`config.mk`:
```
export PLATFORM = sky130hd
export DESIGN_NAME = obstacle_pass_scorer
export DESIGN_NICKNAME = d
export VERILOG_FILES = /design/src/rtl/score_pkg.sv /design/src/rtl/crossing_popcount.sv /design/src/rtl/obstacle_pass_scorer.sv
export SDC_FILE = /design/constraint.sdc
export NUM_CORES = 1
export LEC_CHECK = 0
export CAP_MARGIN = 15
export CORE_MARGIN = 2
export CORE_UTILIZATION = 39
export CTS_CLUSTER_SIZE = 28
export DETAILED_ROUTE_END_ITERATION = 8
export PLACE_DENSITY = 0.79
export SYNTH_ARGS = -nofsm -noshare
export SYNTH_HDL_FRONTEND = slang
export SYNTH_SLANG_ARGS = --single-unit
```
`constraint.sdc`:
```
create_clock -name Clock -period 3.9 [get_ports Clock]
set_input_delay 0.585 -clock Clock [delete_from_list [all_inputs] [get_ports Clock]]
set_output_delay 0.585 -clock Clock [all_outputs]
set_load 0.05 [all_outputs]
```
`src/rtl/score_pkg.sv`:
```
// Shared definitions for the obstacle scoring path: pulse FSM encoding,
// default player threshold and the gap-length rule.
package score_pkg;

  typedef enum logic [1:0] {
    ST_IDLE = 2'd0,
    ST_HIGH = 2'd1,
    ST_GAP  = 2'd2
  } pulse_state_t;

  localparam int DEFAULT_PLAYER_Y = 400;
  localparam int GAP_MIN          = 1;
  localparam int GAP_CNT_W        = 4;

  // Gap counter load value; a gap shorter than one cycle would let two
  // highs touch, so anything below GAP_MIN is treated as GAP_MIN.
  function automatic logic [GAP_CNT_W-1:0] gap_load(input int gap_cycles);
    return (gap_cycles < GAP_MIN) ? '0 : GAP_CNT_W'(gap_cycles - 1);
  endfunction

endpackage

```
`src/rtl/crossing_popcount.sv`:
```
// Combinational popcount of the per-slot credited-crossing flags.
module crossing_popcount #(
  parameter int NUM_OBST = 4,
  parameter int CW       = $clog2(NUM_OBST + 1)
) (
  input  logic [NUM_OBST-1:0] bits,
  output logic [CW-1:0]       count
);

  always_comb begin
    count = '0;
    for (int i = 0; i < NUM_OBST; i++)
      count = count + CW'(bits[i]);
  end

endmodule

```
`src/rtl/obstacle_pass_scorer.sv`:
```
// Converts obstacles passing the player into serialised score pulses,
// each followed by a forced low gap so the downstream edge detector sees every credit.
module obstacle_pass_scorer
  import score_pkg::*;
#(
  parameter int NUM_OBST   = 4,
  parameter int Y_W        = 9,
  parameter int PLAYER_Y   = DEFAULT_PLAYER_Y,
  parameter int PEND_W     = 4,
  parameter int GAP_CYCLES = 1
) (
  input  logic                    Clock,
  input  logic                    Resetn,
  input  logic                    game_running,
  input  logic [NUM_OBST-1:0]     obst_active,
  input  logic [NUM_OBST*Y_W-1:0] obst_y,
  input  logic [NUM_OBST-1:0]     obst_hit,
  output logic                    score_increment,
  output logic [PEND_W-1:0]       pending,
  output logic                    overflow
);

  localparam int CW = $clog2(NUM_OBST + 1);
  localparam int SW = PEND_W + CW + 1;
  localparam logic [PEND_W-1:0] PEND_MAX = '1;

  logic [NUM_OBST-1:0]  armed;
  logic [NUM_OBST-1:0]  past;
  logic [NUM_OBST-1:0]  credit;
  logic [CW-1:0]        new_cnt;
  logic                 dec;
  logic [SW-1:0]        sum;
  pulse_state_t         state;
  logic [GAP_CNT_W-1:0] gap_cnt;

  for (genvar g = 0; g < NUM_OBST; g++) begin : g_slot
    assign past[g] = obst_y[g*Y_W +: Y_W] >= Y_W'(PLAYER_Y);
  end

  assign credit = {NUM_OBST{game_running}} & armed & obst_active & past & ~obst_hit;

  crossing_popcount #(.NUM_OBST(NUM_OBST), .CW(CW)) u_popcount (
    .bits  (credit),
    .count (new_cnt)
  );

  assign dec = (state == ST_IDLE) && (pending != '0);
  assign sum = SW'(pending) + SW'(new_cnt) - SW'(dec);

  // While running, a slot at/past the threshold is disarmed whether or not it
  // just crossed, so a slot is armed exactly when it is active and still above.
  always_ff @(posedge Clock) begin
    if (!Resetn)
      armed <= '0;
    else if (game_running)
      armed <= obst_active & ~past;
  end

  always_ff @(posedge Clock) begin
    if (!Resetn) begin
      pending  <= '0;
      overflow <= 1'b0;
    end else if (sum > SW'(PEND_MAX)) begin
      pending  <= PEND_MAX;
      overflow <= 1'b1;
    end else begin
      pending  <= sum[PEND_W-1:0];
    end
  end

  always_ff @(posedge Clock) begin
    if (!Resetn) begin
      state           <= ST_IDLE;
      gap_cnt         <= '0;
      score_increment <= 1'b0;
    end else begin
      case (state)
        ST_IDLE: if (pending != '0) begin
          state           <= ST_HIGH;
          score_increment <= 1'b1;
        end
        ST_HIGH: begin
          state           <= ST_GAP;
          score_increment <= 1'b0;
          gap_cnt         <= gap_load(GAP_CYCLES);
        end
        ST_GAP: begin
          if (gap_cnt == '0) state <= ST_IDLE;
          else               gap_cnt <= gap_cnt - 1'b1;
        end
        default: begin
          state           <= ST_IDLE;
          score_increment <= 1'b0;
        end
      endcase
    end
  end

endmodule

```
After elaboration in Yosys (flattened, before gate mapping)
Index checks and enable logic that the tools add are counted. W data, S select, Z words.

Register bits after elaboration: 16. Input port bits: 47. Output and inout bits: 6. Word-level logic and storage cells: 46.

$add $sub $neg: 6. Magnitude comparators: 5. Equality and inequality tests: 5. Muxes and demuxes: 8. Bitwise logic cells: 8. Reduce and logical (&&, ||, !) cells: 8.

Operators with widths (count): $ge A9 B9 Y1 const B (4); $and A4 B4 Y4 (5); $gt A8 B4 Y1 const B (1); $mux W4 (2); $not A4 Y4 (2); $pmux W4 S2 (1); $add A3 B1 Y3 (2); $pmux W2 S3 (1); $reduce_and A2 Y1 (3); $sub A5 B1 Y6 (1); $add A4 B3 Y5 (1); $logic_not A4 Y1 (1); $mux W2 (2); $ne A2 B2 Y1 const B (2); $reduce_bool A4 Y1 (1); $sub A4 B1 Y4 const B (1); $add A1 B1 Y2 (1); $eq A2 B1 Y1 const B (1); $eq A2 B2 Y1 const B (1); $logic_not A2 Y1 (1); $ne A2 B1 Y1 const B (1); $pmux W1 S2 (1); $reduce_bool A2 Y1 (1); $logic_and A1 B1 Y1 (1); 2 further kinds (2).

Depth between registers and ports, before layout
Gate-level depths: netlist (run 1).

Depth after elaboration: 11. Mapped depth: 15. Mapped depth without buffers: 14.

Hierarchy
A second synthesis (run 1) with hierarchy kept.

Cells, all modules: 126. Area total of the unflattened synthesis: 1033.5 µm².

By module, submodules not included: obstacle_pass_scorer (instances 1, cells an instance 118, area each 969.7 µm², seq. area each 320.3 µm²); crossing_popcount (instances 1, cells an instance 8, area each 63.8 µm², seq. area each 0.0 µm²).

Worst setup path after synthesis (run 1)
Ideal clock, no wire load.

Kind: input -> register. Start point: input port obst_y[5]. End point: register pending[3]. Setup time: 0.115 ns. Data arrival time: 3.409 ns. Data required time: 3.785 ns. Slack: 0.377 ns. Cell stages on the path: 12. Path buffers: 0. Cells stage by stage: o311ai_0 > nor2_1 > ha_1 > fa_1 > ha_1 > inv_1 > ha_1 > fa_1 > nand2b_1 > o2bb2ai_1 > xnor2_1 > o21a_1.

Word-level cells in the longest chain between the ends: 10.

RTL lines: start, declared (line obstacle_pass_scorer.sv:16) `input logic [NUM_OBST*Y_W-1:0] obst_y,`; $ge A9 B9 Y1 (*) (line obstacle_pass_scorer.sv:37) `assign past[g] = obst_y[g*Y_W +: Y_W] >= Y_W'(PLAYER_Y);`; $and A4 B4 Y4 (*) (2 in a row) (line obstacle_pass_scorer.sv:40) `assign credit = {NUM_OBST{game_running}} & armed & obst_active & past & ~obst_hit;`; $add A1 B1 Y2 (*) (line crossing_popcount.sv:13) `count = count + CW'(bits[i]);`; $add A3 B1 Y3 (*) (2 in a row) (line crossing_popcount.sv:13); $add A4 B3 Y5 (*) (line obstacle_pass_scorer.sv:48) `assign sum = SW'(pending) + SW'(new_cnt) - SW'(dec);`; $sub A5 B1 Y6 (*) (line obstacle_pass_scorer.sv:48); $gt A8 B4 Y1 (line obstacle_pass_scorer.sv:63) `end else if (sum > SW'(PEND_MAX)) begin`; $mux W4 (*) (line obstacle_pass_scorer.sv:63); end signal, assigned (line obstacle_pass_scorer.sv:67) `pending <= sum[PEND_W-1:0];`; end, declared (line obstacle_pass_scorer.sv:19) `output logic [PEND_W-1:0] pending,`.

Mark *: on every way between the ends. The rest lies on a longest branch, timed or not. A chain may end at the register's enable or synchronous reset.

Worst setup path after layout (run 1)
Start point: input port obst_y[15]. End point: register pending[1].

The elaborated chain is that of the path after synthesis.

==> results.sh, run 1 <==
export IMPL_whs_ps=466
export IMPL_layout_common_cells="clkdlybuf4s50_1 (36), inv_1 (17), dfxtp_1 (16)"
export IMPL_clock_skew_final_ps=8.33
export IMPL_worst_setup_path_start_kind="input port"
export IMPL_setup_viol=0
export IMPL_fmaxAchievable_mhz=270
export IMPL_place_hpwl_um=1950
export IMPL_cts_path_max_buffers=2
export IMPL_yosys_warnings=0
export IMPL_fin_nets=226
export IMPL_clk_pin_slew_ps=90
export IMPL_synthesis_nets=182
export IMPL_initial_utilization=0.418
export IMPL_p_int_mw=0.534
export IMPL_cts_tree="yes"
export IMPL_antenna_left=0
export IMPL_clk_latency_ps=290
export IMPL_grt_util_all_layers=0.166
export IMPL_globalplace_congestion=0.770
export IMPL_cp_arrival_ps=3920
export IMPL_cts_root_buf="clkbuf_4"
export IMPL_status="completed"
export IMPL_final_hold_violation_count=0
export IMPL_antenna_cells=0
export IMPL_power_switching_mw=0.408
export IMPL_grt_pass1_vias=1010
export IMPL_clock_sinks=16
export IMPL_routedWlPerCell_um=12.6
export IMPL_cts_made_buffers=3
export IMPL_async_flop_share=0
export IMPL_wirelength_um=2450
export IMPL_power_mw=0.943
export IMPL_htree_levels=1
export IMPL_clkPwrFrac=0.119
export IMPL_max_cap_violations=0
export IMPL_dr_pass1_iters=4
export IMPL_grt_overflow_total=0
export IMPL_vdd_drop_max_v=0.000554
export IMPL_synth_seq_cells=16
export IMPL_cp_end_kind="register"
export IMPL_crit_type="input port to register"
export IMPL_ys_types=28
export IMPL_numPortBuffers=36
export IMPL_p_comb_frac=0.625
export IMPL_std_cell_rows=18
export IMPL_drv_slew=0
export IMPL_hp_class="register to register"
export IMPL_grt_setup_unrepaired="false"
export IMPL_p_leak_nw=0.637
export IMPL_drc=0
export IMPL_core_um2=2500
export IMPL_io_pins=53
export IMPL_die_w_um=55.8
export IMPL_drtIter0Drc=29
export IMPL_die_y_um=55.8
export IMPL_switching_share=0.433
export IMPL_hold_buffers=0
export IMPL_tightest_slew_ps=588
export IMPL_avgViaCountPerCell=5.12
export IMPL_avgSynthCellArea_um2=8.57
export IMPL_final_core_util=0.613
export IMPL_synthesis_area_um2=1050
export IMPL_synth_seq_area_share=0.306
export IMPL_antenna_found_initial=0
export IMPL_p_seq_frac=0.256
export IMPL_area_delta_synth_final_pct=46.4
export IMPL_ys_flop_type="dfxtp_1"
export IMPL_required_ps=4130
export IMPL_vias=998
export IMPL_grt_max_degree=19
export IMPL_finalCritPeriodShare=0.948
export IMPL_synth_cells=122
export IMPL_period_needed_ps=3700
export IMPL_cp_max_fo=4
export IMPL_p_per_area_nw_per_um2=615
export IMPL_drive_gt1_frac=0.0909
export IMPL_slew_headroom=0.603
export IMPL_grt_first_pass_wirelength_um=4210
export IMPL_final_common_cell="clkdlybuf4s50_1"
export IMPL_dieArea_um2=3110
export IMPL_synth_enable_flop_cells=0
cell type report:
| type | count | area (um2) |
|---|---|---|
| multi-input cells | 87 | 676 |
| well taps | 30 | 37.5 |
| fillers | 209 | 968 |
| inverters | 17 | 63.8 |
| repair buffers | 41 | 398 |
| clock buffers | 4 | 36.3 |
| flip-flops and latches | 16 | 320 |
state kept, by name, indices dropped and copies added (netlist names):
signal           count
armed                4
gap_cnt              4
pending              4
state                2
overflow             1
score_increment      1
cells in the mapped netlist, drive strengths merged, types with 3 or more instances:
cell     n  area (um2)
mux2i    3        30.0
a21oi    5        25.0
nand2b  11        68.8
o311ai   4        35.0
a21boi   4        30.0
nand3   10        50.1
nand2    5        18.8
dfxtp   16         320
inv     17        63.8
nand4b   5        43.8
and2     3        18.8
nor2     8        30.0
ha      11         138
what timing repair did:
| item | in CTS | in global routing |
|---|---|---|
| setup endpoints to repair | 0 | 5 |
| buffers inserted | 0 | 0 |
| gates resized for setup | 0 | 5 |
final timing paths:
path                                      start              end  slack [ps]  cells past startpoint
worst max register to register         armed[1]       pending[1]         850                     13
worst max-delay path                 obst_y[15]       pending[1]         200                     15
worst min register to register  score_increment  score_increment         470                      2
worst min-delay path            score_increment  score_increment         470                      2
worst max-delay path, cell delays in order:
cell,delay [ps]
clkdlybuf4s50_1,400
o311ai_1,270
buf_4,160
nor2_1,50
ha_1,300
fa_1,420
ha_1,290
inv_1,40
ha_1,300
fa_1,460
nand2b_4,160
o2bb2ai_2,130
a2bb2oi_1,150
buf_4,150
nand3_1,60
stage by stage:
stage / setup slack, ps / instances / TNS (ps) / instance area (um2)
2_1_floorplan: 377 / 122 / 0 / 1050
3_3_place_gp: -170 / 191 / -843 / 1470
3_5_place_dp: -251 / 191 / -1220 / 1470
4_1_cts: 52.0 / 195 / 0 / 1510
5_1_grt: 32.8 / 195 / 0 / 1530
6_report: 203 / 195 / 0 / 1530
power groups by stage:
stage	Clock, mW	Sequential (mW)	Combinational, mW
global placement	0	0.241	0.535
global route	0.122	0.245	0.646
finish	0.112	0.241	0.589
CTS	0.114	0.240	0.557
floorplan	0	0.340	0.278
detailed placement	0	0.243	0.550
metal layers:
metal / wire length (um) / vias up / share of wire / global-route usage
met3: 84 / 5 / 0.034 / 0.0256
met1: 1070 / 456 / 0.43 / 0.200
met2: 1280 / 21 / 0.52 / 0.299
met4: 26 / 0 / 0.011 / 0.0523
met5: 0 / - / 0 / 0
li1: - / 516 / - / -
cell families (layout without fill, tap and decap cells):
group	after synthesis	after routing	synth area share
flip-flops	16	16	0.306
XOR/XNOR	1	1	0.00837
AO/OA/AOI/OAI	20	20	0.140
adder cells (fa/ha/maj)	13	13	0.170
buffers and inverters	19	62	0.0682
multiplexers	3	3	0.0287
AND/OR/NAND/NOR	50	50	0.279
Note: power is estimated with default switching activity, not from simulation.
==> run 2: changes to the inputs <==
CAP_MARGIN = not set   (was 15)
==> results of run 2 <==
Final layout, timing and power as in run 1 (identical DEF).
==> run 3: changes to the inputs <==
CTS_CLUSTER_DIAMETER = 150   (was not set)
SETUP_SLACK_MARGIN = 0.15   (was not set)
==> run 3 against run 2 <==
- combinational power up 12%
- critical path depth up 1
- first-iteration DRC count down 24%
- global-route usage about the same
- non-clock buffer count unchanged
- highest routed layer unchanged
- via count up 0.60%
- maximum frequency up 2.1%
- wire length up 8.7%
- power up 7.7%
- final area up 4.6%
==> results.sh, run 3 (synthesis results as in run 1) <==
export IMPL_globalplace_congestion=0.770
export IMPL_fin_area_um2=1600
export IMPL_core_um2=2500
export IMPL_drive_gt1_frac=0.145
export IMPL_cts_root_buf="clkbuf_4"
export IMPL_dieArea_um2=3110
export IMPL_clock_skew_final_ps=3.83
export IMPL_die_y_um=55.8
export IMPL_area_delta_synth_final_pct=53.1
export IMPL_grt_setup_unrepaired="false"
export IMPL_antenna_found_initial=0
export IMPL_required_ps=4130
export IMPL_vdd_drop_max_v=0.000587
export IMPL_antenna_left=0
export IMPL_cts_made_buffers=3
export IMPL_hold_buffers=0
export IMPL_crit_chain="clkdlybuf4s50_1 -> nand4b_1 -> nor2_2 -> ha_1 -> fa_1 -> inv_1 -> ha_1 -> inv_1 -> ha_2 -> inv_2 -> fa_2 -> nand2b_4 -> o2bb2ai_4 -> a2bb2oi_2 -> buf_4 -> nand3_1"
export IMPL_routedWlPerCell_um=13.7
export IMPL_vias=1004
export IMPL_max_cap_violations=0
export IMPL_slew_headroom=0.591
export IMPL_cp_max_fo=4
export IMPL_drc=0
export IMPL_tightest_slew_ps=606
export IMPL_io_pins=53
export IMPL_numPortBuffers=36
export IMPL_cts_setup_buffers=0
export IMPL_worst_setup_path_start_kind="input port"
export IMPL_max_stage_delay_ps=560
export IMPL_final_hold_violation_count=0
export IMPL_layout_common_cells="clkdlybuf4s50_1 (31), inv_1 (16), dfxtp_1 (16)"
export IMPL_clk_pin_slew_ps=100
export IMPL_hp_class="register to register"
export IMPL_setup_viol=0
export IMPL_drv_slew=0
export IMPL_worst_path_max_delay_cell="clkdlybuf4s50_1"
export IMPL_cts_path_max_buffers=2
export IMPL_whs_ps=473
export IMPL_final_common_cell="clkdlybuf4s50_1"
export IMPL_cp_arrival_ps=3850
export IMPL_drtIter0Drc=22
export IMPL_antenna_cells=0
export IMPL_clock_sinks=16
export IMPL_place_hpwl_um=1950
export IMPL_reg_top3="armed: 4 flops, gap_cnt: 4 flops, pending: 4 flops"
export IMPL_htree_levels=1
export IMPL_cts_tree="yes"
export IMPL_die_w_um=55.8
export IMPL_grt_pass1_vias=1012
export IMPL_grt_util_all_layers=0.167
export IMPL_p_per_area_nw_per_um2=634
export IMPL_dpl_cell_area_um2=1470
export IMPL_grt_first_pass_wirelength_um=4220
export IMPL_period_needed_ps=3620
export IMPL_cp_end_kind="register"
export IMPL_tns_ps=0
export IMPL_fmaxAchievable_mhz=276
export IMPL_grt_overflow_total=0
export IMPL_fin_nets=226
export IMPL_avgViaCountPerCell=5.15
export IMPL_status="completed"
export IMPL_grt_max_degree=19
export IMPL_p_leak_nw=0.695
export IMPL_clk_latency_ps=290
export IMPL_crit_type="input port to register"
export IMPL_finalCritPeriodShare=0.928
export IMPL_wirelength_um=2670
export IMPL_std_cell_rows=18
export IMPL_dr_pass1_iters=4
export IMPL_initial_utilization=0.418
==> run 3: cell count changes in the layout (fill, tap and decap cells not counted), sizes merged <==
cell and delta:
clkdlybuf4s50 -5, dlymetal6s2s +5
==> run 3: worst max-delay path, delay by kind of cell <==
family / cells / cell delay (ps)
buffers and inverters: 5 / 860
AOI/OAI and AO/OA: 2 / 310
adders and majority gates: 5 / 1570
and+or+nand+nor: 4 / 500
==> run 3: path summary, 6_finish.rpt <==
kind | startpoint | end | slack, ps | depth (start not counted)
hold / removal | score_increment | score_increment | 470 | 2
hold reg to reg | score_increment | score_increment | 470 | 2
setup / recovery | game_running | overflow | 280 | 16
setup reg to reg | armed[1] | overflow | 790 | 15
==> run 3: area by class of cell <==
| type | instances | area [um2] |
|---|---|---|
| Timing Repair Buffer | 41 | 410 |
| Tap cell | 30 | 37.5 |
| Clock buffer | 4 | 36.3 |
| Fill cell | 210 | 898 |
| Multi-Input combinational cell | 87 | 733 |
| Sequential cell | 16 | 320 |
| Inverter | 17 | 63.8 |
==> run 3: routing by layer <==
layer  global-route usage  wire length [um]
met1                0.200              1150
met2                0.301              1420
met3               0.0256                85
met4               0.0523                12
met5                    0                 0
==> run 3: power breakdown <==
part | switching, mW | total [mW] | leakage, nW | internal [mW]
clock network | 0.0552 | 0.112 | 0.0210 | 0.0568
registers | 0.0372 | 0.242 | 0.132 | 0.204
logic | 0.354 | 0.661 | 0.542 | 0.307
==> run 3: metrics by stage <==
stage | power, mW | util | setup WS (ps) | cells
global placement | 0.777 | 0.590 | -170 | 191
finish | 1.01 | 0.641 | 280 | 195
floorplan | 0.618 | - | 377 | 122
CTS | 0.924 | 0.607 | 161 | 195
detailed placement | 0.793 | 0.590 | -251 | 191
global route | 1.09 | 0.641 | 171 | 195
==> run 3: timing repair <==
item | 4_1_cts | 5_1_grt
setup endpoints to repair | 5 | 5
pin swaps | 0 | 8
gates resized for setup | 3 | 19
hold endpoints to repair | 0 | 0
